### config.mk
export PLATFORM = sky130hd
export DESIGN_NAME = router_fsm_ctrl_flat
export DESIGN_NICKNAME = d
export VERILOG_FILES = /design/src/rtl/router_fsm_ctrl_pkg.sv /design/src/rtl/router_fsm_ctrl_if.sv /design/src/rtl/router_fsm_ctrl.sv /design/src/flat_wrapper.sv
export SDC_FILE = /design/constraint.sdc
export NUM_CORES = 1
export LEC_CHECK = 0
export CAP_MARGIN = 20
export CELL_PAD_IN_SITES_DETAIL_PLACEMENT = 0
export CELL_PAD_IN_SITES_GLOBAL_PLACEMENT = 1
export CORE_UTILIZATION = 33
export CTS_BUF_LIST = sky130_fd_sc_hd__clkbuf_2 sky130_fd_sc_hd__clkbuf_4 sky130_fd_sc_hd__clkbuf_8
export DETAILED_ROUTE_END_ITERATION = 10
export MAX_ROUTING_LAYER = met4
export PLACE_DENSITY_LB_ADDON = 0.12
export SLEW_MARGIN = 5
export SYNTH_ARGS = -nofsm -noshare
export SYNTH_HDL_FRONTEND = slang
export SYNTH_SLANG_ARGS = --single-unit
### constraint.sdc
create_clock -name clock -period 4.3 [get_ports clock]
set_input_delay 1.075 -clock clock [delete_from_list [all_inputs] [get_ports clock]]
set_output_delay 1.075 -clock clock [all_outputs]
set_load 0.01 [all_outputs]
### src/rtl/router_fsm_ctrl_pkg.sv
// ---------------------------------------------------------------------------
// router_fsm_ctrl_pkg
// Shared definitions for the router ingress sequencing controller:
//   NUM_DEST      number of output FIFOs (addresses >= NUM_DEST are invalid)
//   ADDR_INVALID  header address value reserved as "drop this packet"
//   state_t       3-bit binary controller state encoding
//   addr_is_valid / dest_onehot  small address helpers
// ---------------------------------------------------------------------------
package router_fsm_ctrl_pkg;

  localparam int         NUM_DEST     = 3;
  localparam logic [1:0] ADDR_INVALID = 2'b11;

  typedef enum logic [2:0] {
    S_DECODE = 3'd0,
    S_LFD    = 3'd1,
    S_LD     = 3'd2,
    S_LP     = 3'd3,
    S_CHECK  = 3'd4,
    S_FULL   = 3'd5,
    S_LAF    = 3'd6,
    S_WAIT   = 3'd7
  } state_t;

  // An address selects a FIFO only if it is below NUM_DEST and is not the
  // reserved drop code.
  function automatic logic addr_is_valid(input logic [1:0] addr);
    return (addr != ADDR_INVALID) && (int'(addr) < NUM_DEST);
  endfunction

  function automatic logic [NUM_DEST-1:0] dest_onehot(input logic [1:0] addr);
    logic [NUM_DEST-1:0] w_one;
    w_one = {{(NUM_DEST-1){1'b0}}, 1'b1};
    return w_one << addr;
  endfunction

endpackage

### src/rtl/router_fsm_ctrl_if.sv
// ---------------------------------------------------------------------------
// router_fsm_ctrl_if
// Signal bundle between the source port / router_register / output FIFOs
// (master side) and the sequencing controller (slave side).
//   master drives : packet_valid, data_in, fifo_full, fifo_empty, soft_reset,
//                   parity_done, low_packet_valid
//   slave drives  : detect_add, lfd_state, ld_state, laf_state, full_state,
//                   rst_int_reg, busy, write_enb
// ---------------------------------------------------------------------------
interface router_fsm_ctrl_if
  import router_fsm_ctrl_pkg::*;
  ();

  logic                packet_valid;
  logic [1:0]          data_in;
  logic                fifo_full;
  logic [NUM_DEST-1:0] fifo_empty;
  logic [NUM_DEST-1:0] soft_reset;
  logic                parity_done;
  logic                low_packet_valid;

  logic                detect_add;
  logic                lfd_state;
  logic                ld_state;
  logic                laf_state;
  logic                full_state;
  logic                rst_int_reg;
  logic                busy;
  logic [NUM_DEST-1:0] write_enb;

  modport master (
    output packet_valid, data_in, fifo_full, fifo_empty, soft_reset,
           parity_done, low_packet_valid,
    input  detect_add, lfd_state, ld_state, laf_state, full_state,
           rst_int_reg, busy, write_enb
  );

  modport slave (
    input  packet_valid, data_in, fifo_full, fifo_empty, soft_reset,
           parity_done, low_packet_valid,
    output detect_add, lfd_state, ld_state, laf_state, full_state,
           rst_int_reg, busy, write_enb
  );

endinterface

### src/rtl/router_fsm_ctrl.sv
// ---------------------------------------------------------------------------
// router_fsm_ctrl
// Sequencing controller for the 1x3 router ingress path. Decodes the header
// destination, steps router_register through header / payload / fifo-full /
// parity handling via Moore state strobes, raises busy toward the source and
// generates the one-hot FIFO write enable.
// Ports:
//   clock  in  system clock, all logic on posedge
//   reset  in  synchronous reset, active-high (priority over soft reset)
//   bus    router_fsm_ctrl_if.slave - handshake, FIFO status and strobes
// ---------------------------------------------------------------------------
module router_fsm_ctrl
  import router_fsm_ctrl_pkg::*;
(
  input  logic              clock,
  input  logic              reset,
  router_fsm_ctrl_if.slave  bus
);

  state_t              r_state;
  state_t              w_state_next;
  logic [1:0]          r_addr_q;
  logic [NUM_DEST-1:0] r_write_enb;

  logic                w_addr_valid;
  logic                w_soft_rst;
  logic                w_wr_req;

  assign w_addr_valid = addr_is_valid(bus.data_in);

  // Soft reset of the FIFO we are currently feeding abandons the packet;
  // in DECODE there is no packet in flight, so it is ignored there.
  assign w_soft_rst = (r_state != S_DECODE) && bus.soft_reset[r_addr_q];

  // router_register presents the byte on the edge that ends a strobe cycle,
  // so the FIFO write is issued one cycle after the strobe.
  assign w_wr_req = (r_state == S_LFD) ||
                    ((r_state == S_LD) && !bus.fifo_full) ||
                    (r_state == S_LAF);

  always_comb begin
    w_state_next = r_state;
    case (r_state)
      S_DECODE: begin
        if (bus.packet_valid && w_addr_valid) begin
          w_state_next = bus.fifo_empty[bus.data_in] ? S_LFD : S_WAIT;
        end
      end
      S_WAIT: begin
        if (bus.fifo_empty[r_addr_q]) w_state_next = S_LFD;
      end
      S_LFD: w_state_next = S_LD;
      S_LD: begin
        if (bus.fifo_full)          w_state_next = S_FULL;
        else if (!bus.packet_valid) w_state_next = S_LP;
      end
      S_FULL: begin
        if (!bus.fifo_full) w_state_next = S_LAF;
      end
      S_LAF: begin
        if (bus.parity_done)           w_state_next = S_DECODE;
        else if (bus.low_packet_valid) w_state_next = S_LP;
        else                           w_state_next = S_LD;
      end
      S_LP:    w_state_next = S_CHECK;
      S_CHECK: w_state_next = bus.fifo_full ? S_FULL : S_DECODE;
      default: w_state_next = S_DECODE;
    endcase
    if (w_soft_rst) w_state_next = S_DECODE;
  end

  always_ff @(posedge clock) begin
    if (reset) begin
      r_state     <= S_DECODE;
      r_addr_q    <= 2'b00;
      r_write_enb <= '0;
    end else begin
      r_state <= w_state_next;
      // Invalid headers leave the previous destination untouched.
      if ((r_state == S_DECODE) && bus.packet_valid && w_addr_valid) begin
        r_addr_q <= bus.data_in;
      end
      if (w_soft_rst)    r_write_enb <= '0;
      else if (w_wr_req) r_write_enb <= dest_onehot(r_addr_q);
      else               r_write_enb <= '0;
    end
  end

  assign bus.detect_add  = (r_state == S_DECODE);
  assign bus.lfd_state   = (r_state == S_LFD);
  assign bus.ld_state    = (r_state == S_LD);
  assign bus.laf_state   = (r_state == S_LAF);
  assign bus.full_state  = (r_state == S_FULL);
  assign bus.rst_int_reg = (r_state == S_CHECK);
  assign bus.busy        = (r_state != S_DECODE) && (r_state != S_LD);
  assign bus.write_enb   = r_write_enb;

endmodule

### src/flat_wrapper.sv
// flat-port wrapper written by rule: the top's interface ports become plain ports
module router_fsm_ctrl_flat import router_fsm_ctrl_pkg::*;
  (clock, reset, bus_packet_valid, bus_data_in, bus_fifo_full, bus_fifo_empty, bus_soft_reset, bus_parity_done, bus_low_packet_valid, bus_detect_add, bus_lfd_state, bus_ld_state, bus_laf_state, bus_full_state, bus_rst_int_reg, bus_busy, bus_write_enb);
  router_fsm_ctrl_if bus_i ();
  input  logic clock;
  input  logic reset;
  input wire logic [$bits(bus_i.packet_valid)-1:0] bus_packet_valid;
  input wire logic [$bits(bus_i.data_in)-1:0] bus_data_in;
  input wire logic [$bits(bus_i.fifo_full)-1:0] bus_fifo_full;
  input wire logic [$bits(bus_i.fifo_empty)-1:0] bus_fifo_empty;
  input wire logic [$bits(bus_i.soft_reset)-1:0] bus_soft_reset;
  input wire logic [$bits(bus_i.parity_done)-1:0] bus_parity_done;
  input wire logic [$bits(bus_i.low_packet_valid)-1:0] bus_low_packet_valid;
  output wire logic [$bits(bus_i.detect_add)-1:0] bus_detect_add;
  output wire logic [$bits(bus_i.lfd_state)-1:0] bus_lfd_state;
  output wire logic [$bits(bus_i.ld_state)-1:0] bus_ld_state;
  output wire logic [$bits(bus_i.laf_state)-1:0] bus_laf_state;
  output wire logic [$bits(bus_i.full_state)-1:0] bus_full_state;
  output wire logic [$bits(bus_i.rst_int_reg)-1:0] bus_rst_int_reg;
  output wire logic [$bits(bus_i.busy)-1:0] bus_busy;
  output wire logic [$bits(bus_i.write_enb)-1:0] bus_write_enb;
  assign bus_i.packet_valid = bus_packet_valid;
  assign bus_i.data_in = bus_data_in;
  assign bus_i.fifo_full = bus_fifo_full;
  assign bus_i.fifo_empty = bus_fifo_empty;
  assign bus_i.soft_reset = bus_soft_reset;
  assign bus_i.parity_done = bus_parity_done;
  assign bus_i.low_packet_valid = bus_low_packet_valid;
  assign bus_detect_add = bus_i.detect_add;
  assign bus_lfd_state = bus_i.lfd_state;
  assign bus_ld_state = bus_i.ld_state;
  assign bus_laf_state = bus_i.laf_state;
  assign bus_full_state = bus_i.full_state;
  assign bus_rst_int_reg = bus_i.rst_int_reg;
  assign bus_busy = bus_i.busy;
  assign bus_write_enb = bus_i.write_enb;
  router_fsm_ctrl u_core (.clock(clock), .reset(reset), .bus(bus_i));
endmodule
# ---- Word-level counts from Yosys, hierarchy flattened
# Cells that the tools add are included.
dict set report totals {
  reg_bits 8
  output_inout_bits 10
  word_cells 52
}
dict set report op_classes {
  order_cmp 3
  n_eq_ne 13
  n_shift 1
  n_mux 16
  bitwise_logic 1
  n_reduce_logical 15
}
# operator count
set op_table {}
lappend op_table {{$mux W3} 8}
lappend op_table {{$pmux W3 S8} 1}
lappend op_table {{$eq A3 B3 Y1 const B} 4}
lappend op_table {{$logic_and A1 B1 Y1} 7}
lappend op_table {{$bmux W1 S2} 3}
lappend op_table {{$eq A3 B2 Y1 const B} 2}
lappend op_table {{$lt A2 B3 Y1 const B} 2}
lappend op_table {{$mux W1} 4}
lappend op_table {{$ne A2 B1 Y1 const B} 2}
lappend op_table {{$ne A2 B2 Y1 const B} 2}
lappend op_table {{$reduce_and A4 Y1} 1}
lappend op_table {{$eq A3 B1 Y1 const B} 1}
lappend op_table {{$logic_not A3 Y1} 1}
lappend op_table {{$ne A3 B2 Y1 const B} 1}
lappend op_table {{$ne A3 B3 Y1 const B} 1}
lappend op_table {{$reduce_bool A3 Y1} 1}
lappend op_table {{$reduce_or A3 Y1} 1}
lappend op_table {{$shl A1 B2 Y3 const A} 1}
lappend op_table {{$logic_or A1 B1 Y1} 2}
lappend op_table {{$lt A2 B2 Y1 const B} 1}
lappend op_table {{$reduce_or A2 Y1} 1}
lappend op_table {{$logic_not A1 Y1} 1}
lappend op_table {{$not A1 Y1} 1}

# ---- Logic depth before layout (Yosys ltp)
# Gate-level depths: netlist (run 1).
dict set report logic_depth {
  ltp_word 6
  mapped_depth 6
}

# ---- Worst setup path after synthesis (run 1)
# Ideal clock, no wire load.
dict set report synth_path {
  path_kind {register to output}
  startpoint {register u_core.r_state[0]}
  endpoint {output bus_detect_add}
  arrival_ns 0.994
  t_required_ns 3.225
  setup_slack_ns 2.231
  path_stages_with_launch 5
  path_cell_list {dfxtp_1 -> buf_6 -> or3_4 -> buf_6 -> inv_1}
}
dict set report synth_via {
  elab_chain_cells 1
}
# item line
set synth_rtl {}
lappend synth_rtl {{from (decl)} router_fsm_ctrl.sv:20} ;# state_t r_state;
lappend synth_rtl {{from (signal assigned)} router_fsm_ctrl.sv:78} ;# r_state <= w_state_next;
lappend synth_rtl {{$logic_not A3 Y1} router_fsm_ctrl.sv:89} ;# assign bus.detect_add = (r_state == S_DECODE);
lappend synth_rtl {{to (decl)} flat_wrapper.sv:14} ;# output wire logic [$bits(bus_i.detect_add)-1:0] bus_detect_add;
# Every way passes these cells.

# ---- Worst setup path after layout (run 1)
dict set report layout_path {
  startpoint {register u_core.r_state[2]}
  endpoint {output bus_detect_add}
}
# Same word-level chain as after synthesis.

==> out/metrics.yaml, run 1 <==
synth:
  syn_area_um2: 576
  syn_nets: 85
  ys_types: 34
  syn_avg_cell_area_um2: 8.11
  yosys-top-cells-area: "dfxtp_1 28%, mux2i_1 5.2%, and3b_1 4.6%"
  synth_top_area_cell: "dfxtp_1"
  ys.warnings.count: 0
  ys_async_sr_fraction: 0
  synth_edf_count: 0
  synthFlopType: "dfxtp_1"
  seq_area_frac_synth: 0.278
  synth_seq_cells: 8
  yosys.area.top_type_share: 0.278
  synth_cells: 71
die:
  die_x_um: 43.8
  floorplan.initialDensity: 0.369
  fp.dieArea_um2: 1910
  ios: 24
  rows: 14
  core_area_um2: 1560
  die_h_um: 43.8
cells_and_area:
  nNetsFinal: 106
  drive_gt1_frac: 0.100
  antenna_cells: 0
  area_growth_pct: 39.1
  final_util: 0.514
grt:
  overflow: 0
  antenna_found_initial: 0
  grt_max_degree: 17
  use_met3: 0.0167
  track_usage: 0.155
  grt_pass1_vias: 497
  top_usage_layer: "met1"
  grt_pass1_wl_um: 2110
  met1_usage: 0.211
  met2_usage: 0.209
job:
  max_cap_viol_count: 0
detailed_routing:
  routed_wl_um: 1240
  drt_iter0_drc: 11
  viasPerCell: 5.42
  ant_nets: 0
  drt_first_pass_iters: 7
  num_vias: 574
  drc: 2
  wl_per_cell_um: 11.7
placed_design:
  hpwl_um: 920
  dp_slack_ps: 1770
  gp_routability_congestion: 0.733
  port_buffers: 23
setup_path:
  path_class: "register to output pin"
  crit_path_end_kind: "output pin"
  worst-path-stages: 3
  critical-path-slowest-cell: "clkdlybuf4s50_1"
  reg2reg_slack_ps: 2810
  crit_family: "buffers and inverters"
  cp-endpoint: "bus_detect_add"
  cp.arrival_ps: 1740
  rr_worst_depth: 3
  worst_path_largest_cell_delay_ps: 530
  critPathRequiredTime_ps: 3220
  critPathLaunchType: "register"
  cp_max_fo: 13
  reg2reg_to: "u_core.r_state[1]"
  path_cells: "or3_4, inv_1, clkdlybuf4s50_1"
  crit_path_start: "u_core.r_state[2]"
  r2r-start: "u_core.r_state[2]"
  path_buf_inv: 2
clock_tree:
  ctsResizeCount: 0
  post-cts-setup-buffers: 0
  postCtsHoldBufs: 0
  cts_root_buf: "clkbuf_4"
  clk_latency_ps: 260
  cts_buffers: 3
  h-tree-depth: 1
  clkTransAtPathRegs_ps: 60
  ctsLongestPathBuffers: 2
  cts_tree: "yes"
  cts_sinks: 8
sta:
  setup_slack_ps: 1490
  worst_pin_slew_ps: 474
  slew_headroom: 0.684
  finalCritPeriodShare: 0.654
  final.hold.worst_slack_ps: 583
  rsz0062_at_grt: "false"
  fin_crit_ps: 2810
  fin_setup_tns_ps: 0
  drv_slew: 0
  fin_skew_ps: 3.00
  fmax_ghz: 0.356
  setup_viol: 0
  hold_viol_final: 0
worst_hold_path:
  hold_start: "u_core.r_addr_q[1]"
  min_path_type: "register to register"
power:
  power-per-cell-area_nw_per_um2: 568
  power_leakage_uw: 0.000315
  ir_drop_v: 0.000351
run_status:
  status: "finished with violations"
  violations: "design-rule violations"
==> state kept, by name, indices dropped and copies added, names as in the netlist <==
signal,flops
u_core.r_state,3
u_core.bus.write_enb,3
u_core.r_addr_q,2
==> worst min path at each step <==
stage	to	slack (ps)	cells after the start
after floorplan	u_core.bus.write_enb[0]	530	2
after global placement	u_core.bus.write_enb[0]	570	1
after detailed placement	u_core.bus.write_enb[0]	570	1
after CTS	u_core.bus.write_enb[0]	570	1
after global routing	u_core.bus.write_enb[0]	610	1
final	u_core.bus.write_enb[0]	580	1
==> synth_stat cells, types with 2 or more instances <==
cell	instances
mux2i_1	3
o21ai_0	3
nand2b_1	2
nand3b_1	2
a21oi_1	3
nor2_1	6
and3_1	2
and3b_1	3
nor3b_1	2
buf_2	2
nand3_1	2
dfxtp_1	8
o211ai_1	2
inv_1	4
clkbuf_1	2
buf_6	2
nor3_1	4
nand2_1	3
==> area by class of cell <==
cell class | instances | area (um2)
Timing Repair Buffer | 23 | 230
Sequential cell | 8 | 160
Inverter | 4 | 15.0
Tap cell | 16 | 20.0
Multi-Input combinational cell | 52 | 353
Fill cell | 150 | 758
Clock buffer | 3 | 22.5
==> routing by layer <==
metal	part of all wire	up-vias
met5	0	-
met4	0.034	0
met3	0.041	5
met2	0.41	17
met1	0.51	252
li1	-	300
==> cell usage in the layout, fill, tap and decap left out, types with 3 or more instances in the layout <==
master            n
nor3_1            4
nor2_1            6
mux2i_1           3
a21oi_1           3
o21ai_0           3
dfxtp_1           8
inv_1             4
clkbuf_4          3
nand2_1           3
clkdlybuf4s50_1  23
and3b_1           3
==> stage by stage <==
step | instances | instance area [um2] | power [uW]
after floorplan | 71 | 576 | 330
final | 106 | 801 | 455
after CTS | 106 | 801 | 453
after detailed placement | 103 | 778 | 392
after global placement | 103 | 778 | 395
after global routing | 106 | 801 | 492
==> power breakdown <==
part | total, uW | switching, uW | internal (uW)
clock | 60.6 | 28.4 | 32.2
sequential | 139 | 45.4 | 93.7
combinational | 255 | 113 | 142
==> kinds of logic (layout without fill, tap and decap cells) <==
kind of cell / after synthesis / after routing / synth area share
flops: 8 / 8 / 0.278
compound gates: 18 / 18 / 0.239
mux: 3 / 3 / 0.0522
buf+inv: 11 / 30 / 0.109
simple gates: 30 / 30 / 0.307
xor+xnor: 1 / 1 / 0.0152
(Power assumes the default switching activity.)
==> run 2, diff against run 1 <==
--- a/config.mk
+++ b/config.mk
@@ -8,7 +8,7 @@
 export CAP_MARGIN = 20
 export CELL_PAD_IN_SITES_DETAIL_PLACEMENT = 0
 export CELL_PAD_IN_SITES_GLOBAL_PLACEMENT = 1
-export CORE_UTILIZATION = 33
+export CORE_UTILIZATION = 30
 export CTS_BUF_LIST = sky130_fd_sc_hd__clkbuf_2 sky130_fd_sc_hd__clkbuf_4 sky130_fd_sc_hd__clkbuf_8
 export DETAILED_ROUTE_END_ITERATION = 10
 export MAX_ROUTING_LAYER = met4
==> constraint.sdc (replaced) <==
create_clock -name clock -period 2.6 [get_ports clock]
set_input_delay 0.65 -clock clock [delete_from_list [all_inputs] [get_ports clock]]
set_output_delay 0.65 -clock clock [all_outputs]
set_load 0.01 [all_outputs]
==> out/metrics.yaml, run 2 (same netlist as run 1, synthesis figures left out) <==
detailed_routing:
  routed_wl_um: 1310
  num_vias: 585
  drc: 0
  ant_nets: 0
  viasPerCell: 5.09
  drt_first_pass_iters: 4
  wl_per_cell_um: 11.4
  drt_iter0_drc: 10
placed_design:
  port_buffers: 23
  hpwl_um: 981
  gp_routability_congestion: 0.709
  post_dp_cell_area_um2: 790
sta:
  fmax_ghz: 0.420
  drv_slew: 0
  hold_viol_final: 0
  setup_viol: 0
  finalCritPeriodShare: 0.917
  fin_crit_ps: 2380
  rsz0062_at_grt: "false"
  fin_skew_ps: 6.21
  worst_pin_slew_ps: 501
  slew_headroom: 0.666
  final.hold.worst_slack_ps: 600
  fin_setup_tns_ps: 0
power:
  ir_drop_v: 0.000369
  power_leakage_uw: 0.000315
  power-per-cell-area_nw_per_um2: 924
clock_tree:
  clk_latency_ps: 250
  postCtsHoldBufs: 0
  cts_tree: "yes"
  clkTransAtPathRegs_ps: 60
  h-tree-depth: 1
  cts_root_buf: "clkbuf_4"
  cts_buffers: 3
  ctsLongestPathBuffers: 2
  ctsResizeCount: 0
  cts_sinks: 8
  post-cts-setup-buffers: 0
cells_and_area:
  area_growth_pct: 41.1
  drive_gt1_frac: 0.100
  final_util: 0.460
  final_cell_mix: "23 x clkdlybuf4s50_1, 8 x dfxtp_1, 6 x nor2_1"
  final_area_um2: 812
  antenna_cells: 0
  final_common_cell: "clkdlybuf4s50_1"
  nNetsFinal: 106
job:
  max_cap_viol_count: 0
grt:
  grt_max_degree: 17
  track_usage: 0.138
  antenna_found_initial: 0
  overflow: 0
  grt_pass1_wl_um: 2010
  grt_pass1_vias: 475
setup_path:
  crit_path_end_kind: "output pin"
  critPathLaunchType: "register"
  critical-path-slowest-cell: "clkdlybuf4s50_1"
  r2r-start: "u_core.r_state[1]"
  cp.arrival_ps: 1730
  path_class: "register to output pin"
  path_cells: "or3_4, inv_1, clkdlybuf4s50_1"
  worst_path_largest_cell_delay_ps: 520
  crit_path_start: "u_core.r_state[1]"
  cp_max_fo: 16
  critPathRequiredTime_ps: 1950
  rr_worst_depth: 3
worst_hold_path:
  hold_start: "u_core.r_addr_q[1]"
  min_path_type: "register to register"
  hold_path_depth: 2
die:
  die_x_um: 45.8
  floorplan.initialDensity: 0.326
  rows: 15
  fp.dieArea_um2: 2100
  core_area_um2: 1760
  ios: 24
  die_h_um: 45.8
run_status:
  status: "finished, final reports clean"
==> run 2: cell counts in the layout (fill, tap and decap cells not counted) <==
No cell type changed its count.
==> run 2: final timing paths <==
path | endpoint | slack, ps
hold reg to reg | u_core.r_addr_q[1] | 600
hold / removal | u_core.r_addr_q[1] | 600
setup / recovery | bus_detect_add | 220
setup reg to reg | u_core.r_state[1] | 1100
==> run 2: layout make-up <==
cell class | count | area [um2]
inverter | 4 | 15.0
fill | 188 | 952
multi-input combinational | 52 | 353
tap | 25 | 31.3
clock buffer | 3 | 22.5
timing repair buffer | 23 | 230
sequential | 8 | 160
==> run 2: where the power goes <==
group          internal (uW)  switching [uW]  leakage, uW
Sequential               155            76.6    0.0000654
Combinational            234             190     0.000235
Clock                   52.8            41.7    0.0000138
Total                    442             308     0.000315
==> run 2: per-layer routing <==
layer  vias up  GRT usage  part of all wire
li1        296          -                 -
met4         0     0.0882            0.0092
met2        21      0.191              0.43
met1       266      0.189              0.50
met3         2     0.0119             0.058
met5         -          -                 0
==> run 2: through the flow <==
step / total power (uW) / setup slack [ps] / std cells
floorplan: 545 / 956 / 71
global placement: 660 / 497 / 112
detailed placement: 656 / 492 / 112
CTS: 756 / 214 / 115
global route: 808 / 159 / 115
finish: 750 / 217 / 115
==> run 2: critical path, delay by kind of cell (launching register included) <==
family,cells,cell delay [ps]
flip-flops,1,460
buffers and inverters,2,580
AND/OR/NAND/NOR,1,440
